### config.mk
export PLATFORM = sky130hd
export DESIGN_NAME = live_trigger_gate
export DESIGN_NICKNAME = d
export VERILOG_FILES = /design/src/rtl/live_trigger_gate.sv
export SDC_FILE = /design/constraint.sdc
export NUM_CORES = 1
export LEC_CHECK = 0
export ABC_CLOCK_PERIOD_IN_PS = 2500
export CORE_MARGIN = 2
export CORE_UTILIZATION = 30
export CTS_BUF_LIST = sky130_fd_sc_hd__clkbuf_16
export CTS_CLUSTER_SIZE = 10
export DETAILED_ROUTE_END_ITERATION = 10
export SYNTH_ARGS = -nofsm -noshare
export SYNTH_HDL_FRONTEND = slang
export SYNTH_SLANG_ARGS = --single-unit
### constraint.sdc
create_clock -name clk -period 2.5 [get_ports clk]
set_input_delay 0.5 -clock clk [delete_from_list [all_inputs] [get_ports clk]]
set_output_delay 0.5 -clock clk [all_outputs]
set_load 0.01 [all_outputs]
### src/rtl/live_trigger_gate.sv
// live_trigger_gate
// Gates raw trigger edges with the live window, emits a fixed-width trigger
// pulse followed by a dead-time holdoff, and keeps per-run saturating counters
// of live cycles, accepted triggers and vetoed triggers.
// Optional feature: define LIVE_TRIG_DEADTIME_CNT_EN to add the cnt_dead
// output, which counts cycles with busy high.
module live_trigger_gate #(
    parameter int TRIG_WIDTH = 4,
    parameter int HOLDOFF    = 16,
    parameter int CNT_W      = 32
) (
    input  logic             clk,
    input  logic             rst_n,
    input  logic             ena_gate,
    input  logic             live_in,
    input  logic             trig_in,
    input  logic             clr_cnt,
    output logic             out_trig,
    output logic             busy,
    output logic             run_done,
    output logic [CNT_W-1:0] cnt_live,
    output logic [CNT_W-1:0] cnt_accept,
    output logic [CNT_W-1:0] cnt_veto_live,
`ifdef LIVE_TRIG_DEADTIME_CNT_EN
    output logic [CNT_W-1:0] cnt_veto_busy,
    output logic [CNT_W-1:0] cnt_dead
`else
    output logic [CNT_W-1:0] cnt_veto_busy
`endif
);

    // Timer only needs to span the longer of the pulse and the holdoff
    localparam int TMR_MAX = (TRIG_WIDTH > HOLDOFF) ? TRIG_WIDTH : HOLDOFF;
    localparam int TMR_W   = (TMR_MAX > 1) ? $clog2(TMR_MAX) : 1;
    localparam logic [TMR_W-1:0] FIRE_LAST = TMR_W'(TRIG_WIDTH - 1);
    localparam logic [TMR_W-1:0] HOLD_LAST = TMR_W'((HOLDOFF > 0) ? HOLDOFF - 1 : 0);

    typedef enum logic [1:0] {
        ST_IDLE    = 2'd0,
        ST_ARMED   = 2'd1,
        ST_FIRE    = 2'd2,
        ST_HOLDOFF = 2'd3
    } state_t;

    state_t           state_q, state_d;
    logic [TMR_W-1:0] tmr_q;
    logic             trig_d, ena_d;
    logic             trig_edge, run_start, busy_state;
    logic             out_trig_d, busy_d, run_done_d;
    logic             inc_live, inc_accept, inc_veto_live, inc_veto_busy;

    assign trig_edge  = trig_in & ~trig_d;
    assign run_start  = ena_gate & ~ena_d;
    assign busy_state = (state_q == ST_FIRE) || (state_q == ST_HOLDOFF);

    // Saturating increment: counters stick at all-ones instead of wrapping
    function automatic logic [CNT_W-1:0] sat_inc(input logic [CNT_W-1:0] v, input logic inc);
        if (inc && (v != {CNT_W{1'b1}}))
            return v + CNT_W'(1);
        return v;
    endfunction

    // State register, phase timer, input history and registered outputs
    always_ff @(posedge clk) begin
        if (!rst_n) begin
            state_q  <= ST_IDLE;
            tmr_q    <= '0;
            trig_d   <= 1'b0;
            ena_d    <= 1'b0;
            out_trig <= 1'b0;
            busy     <= 1'b0;
            run_done <= 1'b0;
        end else begin
            state_q  <= state_d;
            // Timer restarts on every state change and only runs in timed states
            tmr_q    <= ((state_d == state_q) && busy_state) ? tmr_q + TMR_W'(1) : '0;
            trig_d   <= trig_in;
            ena_d    <= ena_gate;
            out_trig <= out_trig_d;
            busy     <= busy_d;
            run_done <= run_done_d;
        end
    end

    // Next-state logic; dropping ena_gate aborts from any state
    always_comb begin
        state_d = state_q;
        if (!ena_gate) begin
            state_d = ST_IDLE;
        end else begin
            case (state_q)
                ST_IDLE:    state_d = ST_ARMED;
                ST_ARMED:   if (trig_edge && live_in) state_d = ST_FIRE;
                ST_FIRE:    if (tmr_q == FIRE_LAST)
                                state_d = (HOLDOFF == 0) ? ST_ARMED : ST_HOLDOFF;
                ST_HOLDOFF: if (tmr_q == HOLD_LAST) state_d = ST_ARMED;
                default:    state_d = ST_IDLE;
            endcase
        end
    end

    // Output and counter-event decode from current and next state
    always_comb begin
        out_trig_d    = (state_d == ST_FIRE);
        busy_d        = (state_d == ST_FIRE) || (state_d == ST_HOLDOFF);
        run_done_d    = ena_d & ~ena_gate;
        inc_live      = ena_gate & live_in & (state_q != ST_IDLE);
        inc_accept    = ena_gate & trig_edge & live_in & (state_q == ST_ARMED);
        inc_veto_live = ena_gate & trig_edge & ~live_in & (state_q == ST_ARMED);
        inc_veto_busy = ena_gate & trig_edge & busy_state;
    end

    // Run counters: zeroed on reset, clear or run start; otherwise saturate
    always_ff @(posedge clk) begin
        if (!rst_n || clr_cnt || run_start) begin
            cnt_live      <= '0;
            cnt_accept    <= '0;
            cnt_veto_live <= '0;
            cnt_veto_busy <= '0;
        end else begin
            cnt_live      <= sat_inc(cnt_live, inc_live);
            cnt_accept    <= sat_inc(cnt_accept, inc_accept);
            cnt_veto_live <= sat_inc(cnt_veto_live, inc_veto_live);
            cnt_veto_busy <= sat_inc(cnt_veto_busy, inc_veto_busy);
        end
    end

`ifdef LIVE_TRIG_DEADTIME_CNT_EN
    // Dead-time counter: one count per cycle the busy output is high
    always_ff @(posedge clk) begin
        if (!rst_n || clr_cnt || run_start)
            cnt_dead <= '0;
        else
            cnt_dead <= sat_inc(cnt_dead, busy);
    end
`endif

endmodule

Yosys cells after proc, flatten, opt, wreduce, memory -nomap -nowiden
Index checks and enable logic that the tools add are counted.
- bits in registers: 139
- bits of input ports: 6
- output and inout bits: 131
- word-level logic and storage cells: 74
- add/sub/neg operators: 5
- eq/ne operators: 12
- multiplexer cells: 17
- bitwise gates (word level): 15
- reductions and logical operators: 14
- operator list (cell ; number):
    $add 32x1->32 const B ; 4
    $mux 32 ; 4
    $ne 32x32->1 const B ; 4
    $and 1x1->1 ; 11
    $eq 2x2->1 const B ; 4
    $mux 1 ; 8
    $mux 2 ; 4
    $pmux 2 s4 ; 1
    $logic_and 1x1->1 ; 6
    $add 4x1->4 const B ; 1
    $eq 4x2->1 const B ; 1
    $eq 4x4->1 const B ; 1
    $logic_or 1x1->1 ; 4
    $not 1->1 ; 4
    $eq 2x1->1 const B ; 1
    $eq 2x2->1 ; 1
    $logic_not 2->1 ; 1
    $reduce_and 2->1 ; 1
    $reduce_bool 2->1 ; 1
    $logic_not 1->1 ; 1

Logic depth before layout (Yosys ltp)
- depth after elaboration: 9
- mapped depth: 8
- mapped depth without buffers: 6

Worst setup path before layout
OpenSTA, ideal clock, no wires.
- path type: reg-to-reg
- start: register cnt_veto_busy[0]
- end: register cnt_veto_busy[6]
- arrival time: 2.195 ns
- required time: 2.384 ns
- path slack: 0.189 ns
- cell stages (with the launch flop): 7
- path buffers: 1
- period minus slack after synthesis: 2.311 ns
- path through: dfxtp_1 ha_1 nand2_1 nor4_1 a31oi_1 clkbuf_1 a41o_2
- word-level cells in the longest chain between the ends: 4
- elaborated cells on any way between the ends: 6
- those cells by class: add/sub (1); eq/ne (1); mux (3); reduce/logical (1)
- RTL lines (what ; line ; RTL):
    start, declared ; 28 ; output logic [CNT_W-1:0] cnt_veto_busy
    start signal, assigned ; 124 ; cnt_veto_busy <= sat_inc(cnt_veto_busy, inc_veto_busy);
    branches (longest 4 deep; another with $add 32x1->32) ; - ;
Several ways; the timed one is not identified. The select of a mux whose other input is x is not followed.
A chain may end at the register's enable or synchronous reset.

Worst setup path in the final report
- start: register cnt_veto_busy[0]
- end: register cnt_veto_busy[14]
Same word-level chain as after synthesis.

==> impl_metrics.ini <==
[sta]
finalMaxSlewViolations = 0
holdWs_ns = 0.438
worst_slew_pin_slew_ns = 0.689
clock_skew_ns = 0.0120
rsz0062_at_grt = false
timing_hold_violations_final = 0
period_needed_ns = 2.26
report.final.setup_viol = 0
slew_headroom_pct = 53.4
fin_setup_tns_ns = 0
period_share_pct = 90.2
timing.fmax_mhz = 443

[clock_tree]
cts_setup_buffers = 0
clk_path_buf_depth = 2
clk_pin_slew_worst_paths_ns = 0.06
cts-root-buf = clkbuf_16
clock_latency_ns = 0.42
postCtsHoldBufs = 0
clock_sinks = 139
htree_levels = 4
cts_tree = yes
cts_buffers = 17

[floorplanning]
core_um2 = 22600
die_w_um = 156
rows = 55
pin_count = 137
start_util_pct = 30.5
die_h_um = 156
dieArea_um2 = 24200

[pwr]
power.density_nw_per_um2 = 506
p_int_uw = 3830
power_frac_seq_pct = 45.2
clock_power_share_pct = 52.6
p_sw_share_pct = 22.2
p_total_uw = 4920
p_leak_uw = 0.00308
switchingPower_uw = 1090
vdd_drop_max_mv = 0.370
p_comb_share_pct = 2.2

[finish]
drive_above_1_share_pct = 12.6
post-route-util_pct = 43.0
layout.nets = 1043
finalInstanceArea_um2 = 9710
multi_input_area_um2 = 3940
seq_area_um2 = 2780
n_fill_cell = 2251
area_growth_pct = 41.0

[synthesis]
yosys_warnings = 0
synthCells = 835
synthArstFlopShare_pct = 0
avgSynthCellArea_um2 = 8.25
yosysUniqueCellTypes = 61
ys_seq_area_share_pct = 40.4
syn-num-nets = 846
synth_edf_count = 0
ys.flop_type = dfxtp_1
syn_area_um2 = 6890
ys_seq_elements = 139

[drt]
drtPass1Iterations = 5
post_drt_wl_per_cell_um = 14.6
vias = 7061
routed_wl_mm = 19.4
avgViaCountPerCell = 5.30
ant_nets = 0
drt_iter0_markers = 352
drc = 0

[critical_path]
critPathCaptureType = flop
crit_required_ns = 2.81
reg2reg_from = cnt_veto_busy[0]
cp_max_fo = 4
worst-r2r-setup-slack_ns = 0.24
critPathKind = reg -> reg
cp-start-kind = flop
cp.arrival_ns = 2.56
r2r_cells = 6
r2r_end = cnt_veto_busy[14]

[job]
max_cap_violations = 0

[placement]
placed_cell_area_um2 = 9090
gp_congestion = 0.786
port_buffers = 136
dp_hpwl_mm = 14.0

[hold_path]
hold_start = ena_d
hold_class = reg -> reg
whs_path_depth = 2
hold_end = run_done

[global_routing]
antenna_found_initial = 2
overflow = 0
grt_pass1_vias = 6485
track_usage_pct = 16.2
grt_pass1_wl_mm = 32.3
grt_max_degree = 34

[run_status]
status = finished, final reports clean
## sequential cells by signal, indices dropped and copies added, names as in the netlist
name,flops
cnt_accept,32
run_done,1
trig_d,1
cnt_veto_live,32
busy,1
out_trig,1
tmr_q,4
state_q,2
ena_d,1
cnt_veto_busy,32
cnt_live,32
## worst max-delay path: stages (launching register included)
cell and delay (ns):
dfxtp_1 0.40, ha_1 0.24, nand2_1 0.13, or4_1 0.56
a211oi_1 0.45, a31oi_1 0.15, a41o_1 0.21
## Yosys cell counts (20+ instances only)
cell | n | area share, %
a21oi_1 | 70 | 5.1
dfxtp_1 | 139 | 40
nand3_1 | 46 | 3.3
or3_1 | 48 | 4.4
nand4_1 | 40 | 3.6
nor4_1 | 20 | 1.8
o21ai_0 | 47 | 3.4
clkbuf_1 | 29 | 1.6
xnor2_1 | 33 | 4.2
or4_1 | 26 | 2.8
and3_1 | 20 | 1.8
nor2_1 | 66 | 3.6
nand2_1 | 75 | 4.1
## cells in the final DEF (no fill, tap or decap), drive strengths merged, types with 13 or more instances in the layout
cell,netlist,routed
or4,27,27
o31ai,19,19
clkbuf,29,17
buf,9,81
nand2,75,75
or3,48,48
nor4,21,21
dfxtp,139,139
clkdlybuf4s50,0,136
nand4,41,41
and3,20,20
a21oi,70,70
inv,10,13
nor2,66,66
and4,18,18
xnor2,33,33
nand3,46,46
o21ai,48,48
## cells by family after synthesis
| kind of cell | Yosys count | synth area share (%) |
|---|---|---|
| muxes | 2 | 0.291 |
| adders and majority gates | 5 | 0.908 |
| and+or+nand+nor | 402 | 32.2 |
| buffers and inverters | 49 | 2.93 |
| AOI/OAI and AO/OA | 200 | 18.4 |
| DFF | 139 | 40.4 |
| xor gates and xnor gates | 38 | 4.83 |
## worst max path at each step
stage	from	end	depth (start not counted)
2_1_floorplan	cnt_veto_busy[0]	cnt_veto_busy[6]	6
3_3_place_gp	trig_in	cnt_accept[20]	7
3_5_place_dp	trig_in	cnt_accept[31]	7
4_1_cts	cnt_live[17]	cnt_live[21]	5
5_1_grt	cnt_live[17]	cnt_live[11]	5
6_report	cnt_veto_busy[0]	cnt_veto_busy[14]	6
## stage by stage
| step | worst slack [ns] | cells |
|---|---|---|
| finish | 0.244 | 1332 |
| detailed placement | -0.0927 | 1298 |
| global route | 0.0311 | 1330 |
| global placement | -0.0631 | 1298 |
| floorplan | 0.189 | 835 |
| CTS | 0.0245 | 1330 |
## power by group through the flow
stage / clock network (uW) / logic (uW) / registers, uW
after floorplan: 0 / 54.4 / 2270
after global routing: 2760 / 118 / 2220
after global placement: 0 / 107 / 2270
after CTS: 2670 / 108 / 2220
final: 2590 / 106 / 2220
after detailed placement: 0 / 107 / 2270
## repair_timing
| action | in CTS | in global routing |
|---|---|---|
| endpoints found under the setup margin | 0 | 14 |
| endpoints found under the hold margin | 0 | 0 |
| gates resized for setup | 0 | 3 |
## final cells by class
| cell class | instances | area share (%) |
|---|---|---|
| diodes | 2 | 0.0515 |
| clock buffers | 17 | 4.38 |
| clock inverters | 15 | 1.79 |
| inverters | 10 | 0.387 |
| multi-input cells | 647 | 40.5 |
| flip-flops and latches | 139 | 28.7 |
| well taps | 285 | 3.67 |
| repair buffers | 217 | 20.5 |
## layer usage
metal,track usage [%],vias to the layer above,share of wire [%]
met5,0,-,0
met4,4.81,0,1.1
met3,3.18,14,3.9
met2,26.0,137,46
met1,22.0,3337,49
li1,-,3573,-
Note: power is estimated with default switching activity, not from simulation.
